**src/rtl/mips_pkg.sv**
```systemverilog
// mips_pkg: shared load-type encodings, register constants and alignment helper
package mips_pkg;
  localparam int WORD_W = 32;
  localparam logic [2:0] LD_W = 3'd0, LD_H = 3'd1, LD_HU = 3'd2, LD_B = 3'd3, LD_BU = 3'd4;
  localparam logic [4:0] REG_ZERO = 5'd0;
  function automatic logic misaligned(input logic [2:0] t, input logic [1:0] off);
    return (t == LD_W && off != 2'd0) || ((t == LD_H || t == LD_HU) && off[0]);
  endfunction
endpackage

```
**src/rtl/mem_wb_stage_if.sv**
```systemverilog
// mem_wb_stage_if: MEM-side inputs and register-file write port of the MEM/WB stage
// Bypass ports exist only when WB_BYPASS_EN is defined.
interface mem_wb_stage_if #(parameter int CNT_W = 32);
  import mips_pkg::*;
  logic memValid, memRegWrite, memMemToReg, wbHold, wbFlush;
  logic [2:0] memLoadType;
  logic [1:0] memByteOff;
  logic [WORD_W-1:0] memAluResult, memReadData, writeData;
  logic [4:0] memWriteReg, writeReg;
  logic RegWrite, wbValid, alignErr;
  logic [CNT_W-1:0] retireCount;
`ifdef WB_BYPASS_EN
  logic [4:0] readReg1, readReg2;
  logic [WORD_W-1:0] rfData1, rfData2, fwdData1, fwdData2;
`endif
  modport master(
    output memValid, memRegWrite, memMemToReg, memLoadType, memByteOff, memAluResult,
    output memReadData, memWriteReg, wbHold, wbFlush,
`ifdef WB_BYPASS_EN
    output readReg1, readReg2, rfData1, rfData2,
    input fwdData1, fwdData2,
`endif
    input writeReg, writeData, RegWrite, wbValid, alignErr, retireCount
  );
  modport slave(
    input memValid, memRegWrite, memMemToReg, memLoadType, memByteOff, memAluResult,
    input memReadData, memWriteReg, wbHold, wbFlush,
`ifdef WB_BYPASS_EN
    input readReg1, readReg2, rfData1, rfData2,
    output fwdData1, fwdData2,
`endif
    output writeReg, writeData, RegWrite, wbValid, alignErr, retireCount
  );
endinterface

```
**src/rtl/mem_wb_stage_load_extract.sv**
```systemverilog
// load_extract: big-endian byte/half lane select with sign or zero extension
module load_extract
  import mips_pkg::*;
(
  input  logic [WORD_W-1:0] word,
  input  logic [2:0]        loadType,
  input  logic [1:0]        off,
  output logic [WORD_W-1:0] result
);
  logic [7:0] b;
  logic [15:0] h;
  always_comb begin
    b = 8'(word >> {~off, 3'b000});
    h = off[1] ? word[15:0] : word[31:16];
    result = loadType == LD_B  ? {{24{b[7]}}, b} :
             loadType == LD_BU ? {24'b0, b} :
             loadType == LD_H  ? {{16{h[15]}}, h} :
             loadType == LD_HU ? {16'b0, h} : word;
  end
endmodule

```
**src/rtl/mem_wb_stage.sv**
```systemverilog
// mem_wb_stage: MEM/WB register, load formatting, $0 suppression and retire counter
// Optional write-before-read bypass around the register file under WB_BYPASS_EN.
module mem_wb_stage
  import mips_pkg::*;
#(
  parameter int CNT_W = 32
) (
  input logic CLK,
  input logic MasterReset,
  mem_wb_stage_if.slave bus
);
  logic validQ, doneQ, regWriteQ, memToRegQ, align, wr;
  logic [2:0] typeQ;
  logic [1:0] offQ;
  logic [WORD_W-1:0] aluQ, readQ, loadData, result;
  logic [4:0] writeRegQ;
  logic [CNT_W-1:0] retireQ;
  always_ff @(posedge CLK or posedge MasterReset)
    if (MasterReset) begin
      validQ <= 1'b0;
      doneQ <= 1'b0;
      regWriteQ <= 1'b0;
      memToRegQ <= 1'b0;
      typeQ <= 3'd0;
      offQ <= 2'd0;
      aluQ <= '0;
      readQ <= '0;
      writeRegQ <= REG_ZERO;
      retireQ <= '0;
    end else begin
      if (validQ && !doneQ) retireQ <= retireQ + CNT_W'(1);
      if (bus.wbFlush) begin
        validQ <= 1'b0;
        doneQ <= 1'b0;
      end else if (bus.wbHold) begin
        doneQ <= validQ;
      end else begin
        validQ <= bus.memValid;
        doneQ <= 1'b0;
        regWriteQ <= bus.memRegWrite;
        memToRegQ <= bus.memMemToReg;
        typeQ <= bus.memLoadType;
        offQ <= bus.memByteOff;
        aluQ <= bus.memAluResult;
        readQ <= bus.memReadData;
        writeRegQ <= bus.memWriteReg;
      end
    end
  load_extract u_extract (.word(readQ), .loadType(typeQ), .off(offQ), .result(loadData));
  // doneQ marks a held instruction that already wrote, so it pulses only once
  always_comb begin
    result = memToRegQ ? loadData : aluQ;
    align = validQ & memToRegQ & misaligned(typeQ, offQ);
    wr = validQ & regWriteQ & ~doneQ & ~align & (writeRegQ != REG_ZERO);
  end
  assign bus.writeReg = writeRegQ;
  assign bus.writeData = result;
  assign bus.RegWrite = wr;
  assign bus.wbValid = validQ;
  assign bus.alignErr = align;
  assign bus.retireCount = retireQ;
`ifdef WB_BYPASS_EN
  assign bus.fwdData1 = (wr && writeRegQ == bus.readReg1) ? result : bus.rfData1;
  assign bus.fwdData2 = (wr && writeRegQ == bus.readReg2) ? result : bus.rfData2;
`endif
endmodule

```
**src/flat_wrapper.sv**
```systemverilog
// flat-port wrapper written by rule: the top's interface ports become plain ports
module mem_wb_stage_flat import mips_pkg::*;
#(
  parameter int CNT_W = 32
)
  (CLK, MasterReset, bus_memValid, bus_memRegWrite, bus_memMemToReg, bus_memLoadType, bus_memByteOff, bus_memAluResult, bus_memReadData, bus_memWriteReg, bus_wbHold, bus_wbFlush, bus_writeReg, bus_writeData, bus_RegWrite, bus_wbValid, bus_alignErr, bus_retireCount);
  mem_wb_stage_if #(.CNT_W(CNT_W)) bus_i ();
  input logic CLK;
  input logic MasterReset;
  input wire logic [$bits(bus_i.memValid)-1:0] bus_memValid;
  input wire logic [$bits(bus_i.memRegWrite)-1:0] bus_memRegWrite;
  input wire logic [$bits(bus_i.memMemToReg)-1:0] bus_memMemToReg;
  input wire logic [$bits(bus_i.memLoadType)-1:0] bus_memLoadType;
  input wire logic [$bits(bus_i.memByteOff)-1:0] bus_memByteOff;
  input wire logic [$bits(bus_i.memAluResult)-1:0] bus_memAluResult;
  input wire logic [$bits(bus_i.memReadData)-1:0] bus_memReadData;
  input wire logic [$bits(bus_i.memWriteReg)-1:0] bus_memWriteReg;
  input wire logic [$bits(bus_i.wbHold)-1:0] bus_wbHold;
  input wire logic [$bits(bus_i.wbFlush)-1:0] bus_wbFlush;
  output wire logic [$bits(bus_i.writeReg)-1:0] bus_writeReg;
  output wire logic [$bits(bus_i.writeData)-1:0] bus_writeData;
  output wire logic [$bits(bus_i.RegWrite)-1:0] bus_RegWrite;
  output wire logic [$bits(bus_i.wbValid)-1:0] bus_wbValid;
  output wire logic [$bits(bus_i.alignErr)-1:0] bus_alignErr;
  output wire logic [$bits(bus_i.retireCount)-1:0] bus_retireCount;
  assign bus_i.memValid = bus_memValid;
  assign bus_i.memRegWrite = bus_memRegWrite;
  assign bus_i.memMemToReg = bus_memMemToReg;
  assign bus_i.memLoadType = bus_memLoadType;
  assign bus_i.memByteOff = bus_memByteOff;
  assign bus_i.memAluResult = bus_memAluResult;
  assign bus_i.memReadData = bus_memReadData;
  assign bus_i.memWriteReg = bus_memWriteReg;
  assign bus_i.wbHold = bus_wbHold;
  assign bus_i.wbFlush = bus_wbFlush;
  assign bus_writeReg = bus_i.writeReg;
  assign bus_writeData = bus_i.writeData;
  assign bus_RegWrite = bus_i.RegWrite;
  assign bus_wbValid = bus_i.wbValid;
  assign bus_alignErr = bus_i.alignErr;
  assign bus_retireCount = bus_i.retireCount;
  mem_wb_stage #(.CNT_W(CNT_W)) u_core (.CLK(CLK), .MasterReset(MasterReset), .bus(bus_i));
endmodule
```
**config.mk**
```make
export PLATFORM = sky130hd
export DESIGN_NAME = mem_wb_stage_flat
export DESIGN_NICKNAME = d
export VERILOG_FILES = /design/src/rtl/mips_pkg.sv /design/src/rtl/mem_wb_stage_if.sv /design/src/rtl/mem_wb_stage_load_extract.sv /design/src/rtl/mem_wb_stage.sv /design/src/flat_wrapper.sv
export SDC_FILE = /design/constraint.sdc
export NUM_CORES = 1
export LEC_CHECK = 0
export ABC_AREA = 1
export CAP_MARGIN = 10
export CORE_MARGIN = 3
export CORE_UTILIZATION = 50
export DETAILED_ROUTE_END_ITERATION = 8
export PLACE_DENSITY = 0.82
export SLEW_MARGIN = 20
export SYNTH_ARGS = -nofsm -noshare
export SYNTH_HDL_FRONTEND = slang
export SYNTH_SLANG_ARGS = --single-unit
```
**constraint.sdc**
```tcl
create_clock -name CLK -period 5.4 [get_ports CLK]
set_input_delay 0.54 -clock CLK [delete_from_list [all_inputs] [get_ports CLK]]
set_output_delay 0.54 -clock CLK [all_outputs]
set_load 0.02 [all_outputs]
```
# Word-level counts from Yosys, hierarchy flattened
# Cells that the tools add are included.
# totals
ff_bits,110
inputBits,81
word_cells,48
output_inout_bits,72
# op_classes
n_addsub,1
eq_ne,5
bitwise,11
n_reduce_logical,10
shifts,1
muxes,10
# ops
cell,n
$mux W32,5
$add A32 B1 Y32 const B,1
$shr A32 B5 Y8,1
$mux W16,1
$and A1 B1 Y1,6
$eq A3 B2 Y1 const B,2
$reduce_bool A5 Y1,1
$mux W1,4
$not A1 Y1,4
$eq A3 B1 Y1 const B,1
$eq A3 B3 Y1 const B,1
$logic_and A1 B1 Y1,3
$logic_not A3 Y1,1
$logic_or A1 B1 Y1,2
$ne A2 B1 Y1 const B,1
$not A2 Y2,1
$reduce_and A2 Y1,1
$reduce_bool A2 Y1,1
$logic_not A1 Y1,1

# Depth between registers and ports, before layout
# Gate-level depths: netlist (run 1).
# logic_depth
depth_word,8
depth_mapped,9

# Modules after synthesis
# Synthesis (run 1) repeated with hierarchy kept, for this count alone.
# hier_totals
cells_unflattened,877
hier_area_um2,6306.0
# modules_own_cells
mod,cells_each,seq_area_each_um2,instances,area_each_um2
mem_wb_stage,661,2752.6,1,5198.7
load_extract,216,0.0,1,1107.3

# Worst setup path after synthesis (run 1)
# No wires, ideal clock.
# synth_path
path_kind,reg-to-output
from,register u_core.typeQ[0]
to,output bus_RegWrite
stages_incl_launch_ff,7
arrival_ns,1.483
required_time_ns,4.860
slack_ns,3.377
cell_sequence,dfrtp_1 > inv_1 > nand3_2 > nand2_4 > nand2_1 > a21oi_1 > nor2_1
# synth_via
elab_chain_len,8
word_cells_on_any_way,11
cone_classes,2 x eq/ne; 4 x bitwise; 5 x reduce/logical
# synth_lines
element,line,source
"start, declared",mem_wb_stage.sv:13,logic [2:0] typeQ;
"start signal, assigned",mem_wb_stage.sv:42,typeQ <= bus.memLoadType;
$eq A3 B1 Y1 / $eq A3 B2 Y1 (equally long branches),mips_pkg.sv:7,return (t == LD_W && off != 2'd0) || ((t == LD_H || t == LD_HU) && off[0]);
$logic_or A1 B1 Y1,mips_pkg.sv:7,
$logic_and A1 B1 Y1,mips_pkg.sv:7,
$logic_or A1 B1 Y1 *,mips_pkg.sv:7,
$and A1 B1 Y1 *,mem_wb_stage.sv:53,"align = validQ & memToRegQ & misaligned(typeQ, offQ);"
named net bus_alignErr,flat_wrapper.sv:24,output wire logic [$bits(bus_i.alignErr)-1:0] bus_alignErr;
$not A1 Y1 *,mem_wb_stage.sv:54,wr = validQ & regWriteQ & ~doneQ & ~align & (writeRegQ != REG_ZERO);
$and A1 B1 Y1 * (2 in a row),mem_wb_stage.sv:54,
"end, declared",flat_wrapper.sv:22,output wire logic [$bits(bus_i.RegWrite)-1:0] bus_RegWrite;
# The timed path passes the listed nets; every way through them passes the cells marked *.

# Worst setup path in the final report (run 1)
# layout_path
from,register u_core.memToRegQ
to,output bus_writeData[8]
# layout_via
elab_chain_len,1
# layout_lines
element,line,source
"start, declared",mem_wb_stage.sv:12,"logic validQ, doneQ, regWriteQ, memToRegQ, align, wr;"
"start signal, assigned",mem_wb_stage.sv:41,memToRegQ <= bus.memMemToReg;
$mux W32,mem_wb_stage.sv:52,result = memToRegQ ? loadData : aluQ;
"end, declared",flat_wrapper.sv:21,output wire logic [$bits(bus_i.writeData)-1:0] bus_writeData;
# Every way passes these cells.

==> flow_summary_export.csv, run 1 <==
group,metric,value,unit
status,status,"finished, final reports clean",
yosys,synth_nets,897,
cts,ctsResizeCount,0,
cts,insertion_delay,0.35,ns
routing,drt-initial-drc-count,352,
yosys,yosys.area.top_type,"dfrtp_1",
sta,max_freq,245.8,MHz
routing,vias,5617,
worst_setup_path,crit_arrival,3.53,ns
routing,viasPerCell,5.148,
sta,relSlewSlack,0.3194,
sta,tns,0,ns
placed_design,gp_congestion,0.8857,
sta,period_minus_slack,4.068,ns
power,p_total,2.403,mW
cts,cts.htree.levels,3,
die,die_h,114.2,µm
yosys,ys_seq_elements,110,
min_path,hold_path.class,"reg2reg",
cts,clk_root_buffer_cell,"clkbuf_16",
cells_and_area,drive_gt1_frac,0.04206,
yosys,synth_cells,815,
placed_design,io_buffer_count,152,
sta,period_share,0.7533,
routing,routed_wl,16120,µm
worst_setup_path,path_class,"reg2out",
power,power_leakage,3.817,nW
routing,drc_errors,0,
global_routing,grt_pass1_vias,5414,
cells_and_area,diodes,0,
die,die_area,0.01304,mm²
routing,dr.pass1.iters,5,
worst_setup_path,worst_setup_path_start_kind,"flip-flop",
die,fp.dieW,114.2,µm
yosys,syn_area,0.005852,mm²
flow_run,max_cap_violations,0,
global_routing,grt_max_degree,96,
sta,finClkSkew,0.004874,ns
routing,antenna_left,0,
die,num_io_pins,153,
yosys,synth_top_area_frac,0.4704,
sta,setup_viol,0,
cts,cts_tree,"built",
cts,ctsHoldBuffers,0,
yosys,synthTopCellsByArea,"dfrtp_1, nand2_1, nor2_1",
die,rows,38,
global_routing,grtUsageMet3,0.06290,
cts,post_cts.repair.setup_buffers,0,
yosys,synth_most_common_cell,"nand2_1",
yosys,synth_edf_count,0,
yosys,ys_seq_area_frac,0.4704,
worst_setup_path,cp.required,4.86,ns
yosys,avgSynthCellArea,7.180,µm²
cts,cts.sink_count,110,
yosys,synth_top_flop_cell,"dfrtp_1",
yosys,synth_commonest_cells,"nand2_1, dfrtp_1, nor2_1, nand3_1, inv_1",
placed_design,dpl.cell_count,1075,
cells_and_area,n_fill_cell,955,
global_routing,grt_pass1_wl,26640,µm
yosys,async_flop_share,1.000,
sta,slew_viol_final,0,
cells_and_area,fin_cells,1091,
global_routing,grt.overflow.total,0,
power,peakVddDrop,0.2520,mV
global_routing,busiest_layer,"met2",
yosys,ys_warn_count,0,
power,power_density,312.1,mW/mm²
die,core,0.01113,mm²
worst_setup_path,end_kind,"output pin",
cells_and_area,synthToLayoutAreaGrowth,31.60,%
global_routing,use_met2,0.4106,
cts,cts_max_path_buffers,2,
routing,wl_per_cell,14.78,µm
global_routing,antenna_found_initial,0,
sta,rsz0062_at_grt,"false",
global_routing,grt_use_met1,0.3429,
die,initial_utilization,0.5260,
cts,path_clk_slew,0.07,ns
global_routing,globalRouteTotalUtil,0.2567,
sta,hold_viol,0,
worst_setup_path,path_max_fanout,27,
placed_design,dp_hpwl,11530,µm
cells_and_area,nNetsFinal,1028,
sta,tightestPinTransition,1.021,ns
yosys,ys_types,29,
cts,cts_buffers,9,
[final timing paths]
kind | startpoint | end | slack [ns] | cells after the start
max in group asynchronous | MasterReset | u_core.readQ[22] | 3.67 | 3
worst min register to register | u_core.aluQ[29] | u_core.aluQ[29] | 0.48 | 2
worst max register to register | u_core.memToRegQ | u_core.memToRegQ | 3.37 | 2
worst max-delay path | u_core.memToRegQ | bus_writeData[8] | 1.33 | 4
min in group asynchronous | MasterReset | u_core.bus.writeReg[0] | 0.78 | 2
worst min-delay path | u_core.aluQ[29] | u_core.aluQ[29] | 0.48 | 2
[cell families (layout without fill, tap and decap cells)]
family / Yosys count / in the layout / synth area share
and+or+nand+nor: 541 / 541 / 0.3770
DFF: 110 / 110 / 0.4704
buffers and inverters: 79 / 215 / 0.06008
AOI/OAI and AO/OA: 61 / 61 / 0.05602
xor gates and xnor gates: 23 / 23 / 0.03442
adders and majority gates: 1 / 1 / 0.002138
[critical path, cell delays in order, from the launching register on]
cell and delay [ns]:
dfrtp_1 0.97, clkinv_1 0.68, a21oi_4 0.77, a21oi_1 0.18
clkdlybuf4s50_1 0.58
[cells in the final DEF (no fill, tap or decap), types with 6 or more instances in the layout]
master	netlist	final
xor2_1	10	10
inv_1	42	40
nand2_1	401	401
nor3_1	6	6
clkdlybuf4s50_1	0	152
clkbuf_16	0	9
nor2_1	62	61
nand4_1	7	7
dfrtp_1	110	110
nand3_1	46	46
xnor2_1	13	13
a21oi_1	37	37
o21ai_0	20	20
[report_power, final]
part / internal [mW] / switching, mW / total (mW)
clock: 0.367 / 0.311 / 0.678
sequential: 0.912 / 0.103 / 1.01
combinational: 0.309 / 0.402 / 0.711
total: 1.59 / 0.816 / 2.40
[metrics by stage]
| step | hold slack, ns | util | area, µm² | worst slack (ns) |
|---|---|---|---|---|
| 2_1_floorplan | 0.4422 | - | 5852 | 1.958 |
| 3_3_place_gp | 0.4551 | 0.6645 | 7393 | 1.801 |
| 3_5_place_dp | 0.4586 | 0.6645 | 7393 | 1.765 |
| 4_1_cts | 0.4767 | 0.6922 | 7701 | 1.386 |
| 5_1_grt | 0.4900 | 0.6922 | 7701 | 1.116 |
| 6_report | 0.4761 | 0.6922 | 7701 | 1.332 |
[registers in the layout, indices dropped and copies added, names as in the netlist, 2 cells and up]
| name | cells |
|---|---|
| u_core.bus.writeReg | 5 |
| u_core.readQ | 32 |
| u_core.offQ | 2 |
| u_core.aluQ | 32 |
| u_core.typeQ | 3 |
| u_core.bus.retireCount | 32 |
[metal layers]
metal / vias to the layer above / share of wire
met5: - / 0
met4: 0 / 0.028
met3: 30 / 0.079
met1: 2585 / 0.42
li1: 2796 / -
met2: 206 / 0.47
[final cells by class]
cell class / count / area [µm²] / area share
multi-input cells: 626 / 2755 / 0.3578
clock buffers: 9 / 225.2 / 0.02924
inverters: 45 / 173.9 / 0.02258
well taps: 140 / 175.2 / 0.02275
repair buffers: 154 / 1536 / 0.1995
clock inverters: 7 / 82.58 / 0.01072
flip-flops and latches: 110 / 2753 / 0.3574
(Power assumes the default switching activity.)
==> run 2, diff against run 1 <==
--- a/config.mk
+++ b/config.mk
@@ -8,9 +8,9 @@
 export ABC_AREA = 1
 export CAP_MARGIN = 10
 export CORE_MARGIN = 3
-export CORE_UTILIZATION = 50
+export CORE_UTILIZATION = 45
 export DETAILED_ROUTE_END_ITERATION = 8
-export PLACE_DENSITY = 0.82
+export PLACE_DENSITY = 0.78
 export SLEW_MARGIN = 20
 export SYNTH_ARGS = -nofsm -noshare
 export SYNTH_HDL_FRONTEND = slang
==> constraint.sdc (replaced) <==
create_clock -name CLK -period 3.42 [get_ports CLK]
set_input_delay 0.342 -clock CLK [delete_from_list [all_inputs] [get_ports CLK]]
set_output_delay 0.342 -clock CLK [all_outputs]
set_load 0.02 [all_outputs]
==> flow_summary_export.csv, run 2 (synthesized netlist as in run 1, its figures left out) <==
group,metric,value,unit
status,status,"finished, final reports clean",
sta,holdWs,0.4524,ns
sta,max_freq,316.4,MHz
placed_design,dpl.cell_count,1110,
sta,tns,0,ns
worst_setup_path,crit_slowest_cell,"dfrtp_1",
routing,viasPerCell,5.037,
routing,vias,5672,
cells_and_area,regArea,0.002753,mm²
cts,cts_buffers,9,
global_routing,antenna_found_initial,0,
worst_setup_path,critPathBufInv,2,
sta,finClkSkew,0.006530,ns
cts,ctsResizeCount,0,
worst_setup_path,max_stage_delay,0.64,ns
global_routing,busiest_layer,"met2",
cells_and_area,layout_common_cells,"nand2_1, clkdlybuf4s50_1, dfrtp_1",
global_routing,grt.overflow.total,0,
sta,hold_viol,0,
cells_and_area,n_fill_cell,1162,
sta,setup_viol,0,
routing,wl_per_cell,14.92,µm
global_routing,grt_use_met1,0.3061,
cts,path_clk_slew,0.07,ns
sta,period_share,0.9243,
global_routing,use_met2,0.3902,
cts,post_cts.repair.setup_buffers,0,
worst_setup_path,path_class,"reg2out",
power,peakVddDrop,0.3259,mV
sta,relSlewSlack,0.3135,
cts,cts_max_path_buffers,2,
cts,cts.sink_count,110,
sta,period_minus_slack,3.161,ns
worst_setup_path,path_delay_family,"buffers and inverters",
worst_setup_path,worst_setup_path_start_kind,"flip-flop",
global_routing,grtUsageMet3,0.08058,
routing,dr.pass1.iters,5,
die,die_h,120.0,µm
cells_and_area,layout_commonest_cell,"nand2_1",
die,die_area,0.01441,mm²
cts,cts_tree,"built",
cts,insertion_delay,0.36,ns
die,rows,41,
cts,ctsHoldBuffers,0,
min_path,hold_path.class,"in2async",
cts,clk_root_buffer_cell,"clkbuf_16",
worst_setup_path,crit_arrival,2.82,ns
cells_and_area,diodes,0,
sta,tightestPinTransition,1.030,ns
die,core,0.01267,mm²
sta,rsz0062_at_grt,"false",
cells_and_area,fin_cells,1126,
worst_setup_path,cp.required,3.08,ns
cts,cts.htree.levels,3,
placed_design,gp_congestion,0.8671,
global_routing,grt_max_degree,96,
worst_setup_path,path_cells,"inv_4, nand2_1, nand2_1, nor2_1, nor2_4, nand2_1, a21oi_1, clkdlybuf4s50_1",
global_routing,grt_pass1_wl,27360,µm
cells_and_area,nNetsFinal,1031,
global_routing,globalRouteTotalUtil,0.2377,
global_routing,grt_pass1_vias,5473,
power,power_leakage,3.845,nW
sta,slew_viol_final,0,
worst_setup_path,end_kind,"output pin",
flow_run,max_cap_violations,0,
placed_design,dp_hpwl,11910,µm
cells_and_area,final_cell_area,0.007799,mm²
die,fp.dieW,120.0,µm
cells_and_area,multi_input_area,0.002755,mm²
placed_design,placed_area,0.007468,mm²
cells_and_area,synthToLayoutAreaGrowth,33.27,%
worst_setup_path,cpMostUsedCell,"nand2_1",
routing,antenna_left,0,
worst_setup_path,path_max_fanout,19,
routing,drc_errors,0,
cells_and_area,drive_gt1_frac,0.04507,
power,power_density,498.7,mW/mm²
routing,drt-initial-drc-count,501,
routing,routed_wl,16800,µm
die,initial_utilization,0.4618,
die,num_io_pins,153,
placed_design,io_buffer_count,152,
==> run 2: changes by cell type in the layout (fill, tap and decap cells not counted) <==
cell       delta
bufinv_16     +1
inv_8         -1
buf_4         +2
buf_12        +1
clkinv_2      -1
inv_6         +1
==> run 2: layout make-up <==
cell class | instances | area share
well taps | 172 | 0.02760
repair buffers | 157 | 0.2015
flip-flops and latches | 110 | 0.3530
clock buffers | 9 | 0.02888
multi-input cells | 626 | 0.3533
inverters | 45 | 0.02230
clock inverters | 7 | 0.01348
==> run 2: final timing paths <==
path / slack (ns) / to / cells past startpoint / start
worst min-delay path: 0.45 / u_core.bus.retireCount[27] / 2 / MasterReset
min in group CLK: 0.47 / u_core.aluQ[5] / 2 / u_core.aluQ[5]
worst min register to register: 0.47 / u_core.aluQ[5] / 2 / u_core.aluQ[5]
max in group asynchronous: 2.22 / u_core.readQ[17] / 3 / MasterReset
worst max-delay path: 0.26 / bus_writeData[18] / 8 / u_core.offQ[1]
worst max register to register: 1.77 / u_core.bus.retireCount[18] / 7 / u_core.bus.retireCount[0]
==> run 2: layer usage <==
| layer | vias to the layer above | part of all wire |
|---|---|---|
| met4 | 0 | 0.015 |
| li1 | 2796 | - |
| met3 | 21 | 0.088 |
| met1 | 2638 | 0.41 |
| met2 | 217 | 0.48 |
| met5 | - | 0 |
==> run 2: metrics by stage <==
step	power, mW	util	setup slack (ns)
floorplan	2.261	-	0.1757
global placement	2.736	0.5894	0.7954
detailed placement	2.751	0.5894	0.6880
CTS	3.921	0.6155	0.3060
global route	4.101	0.6155	0.06212
finish	3.889	0.6155	0.2590
==> run 2: power by group <==
part	internal (mW)	switching, mW
clock	0.652	0.500
sequential	1.44	0.142
combinational	0.495	0.660
total	2.59	1.30
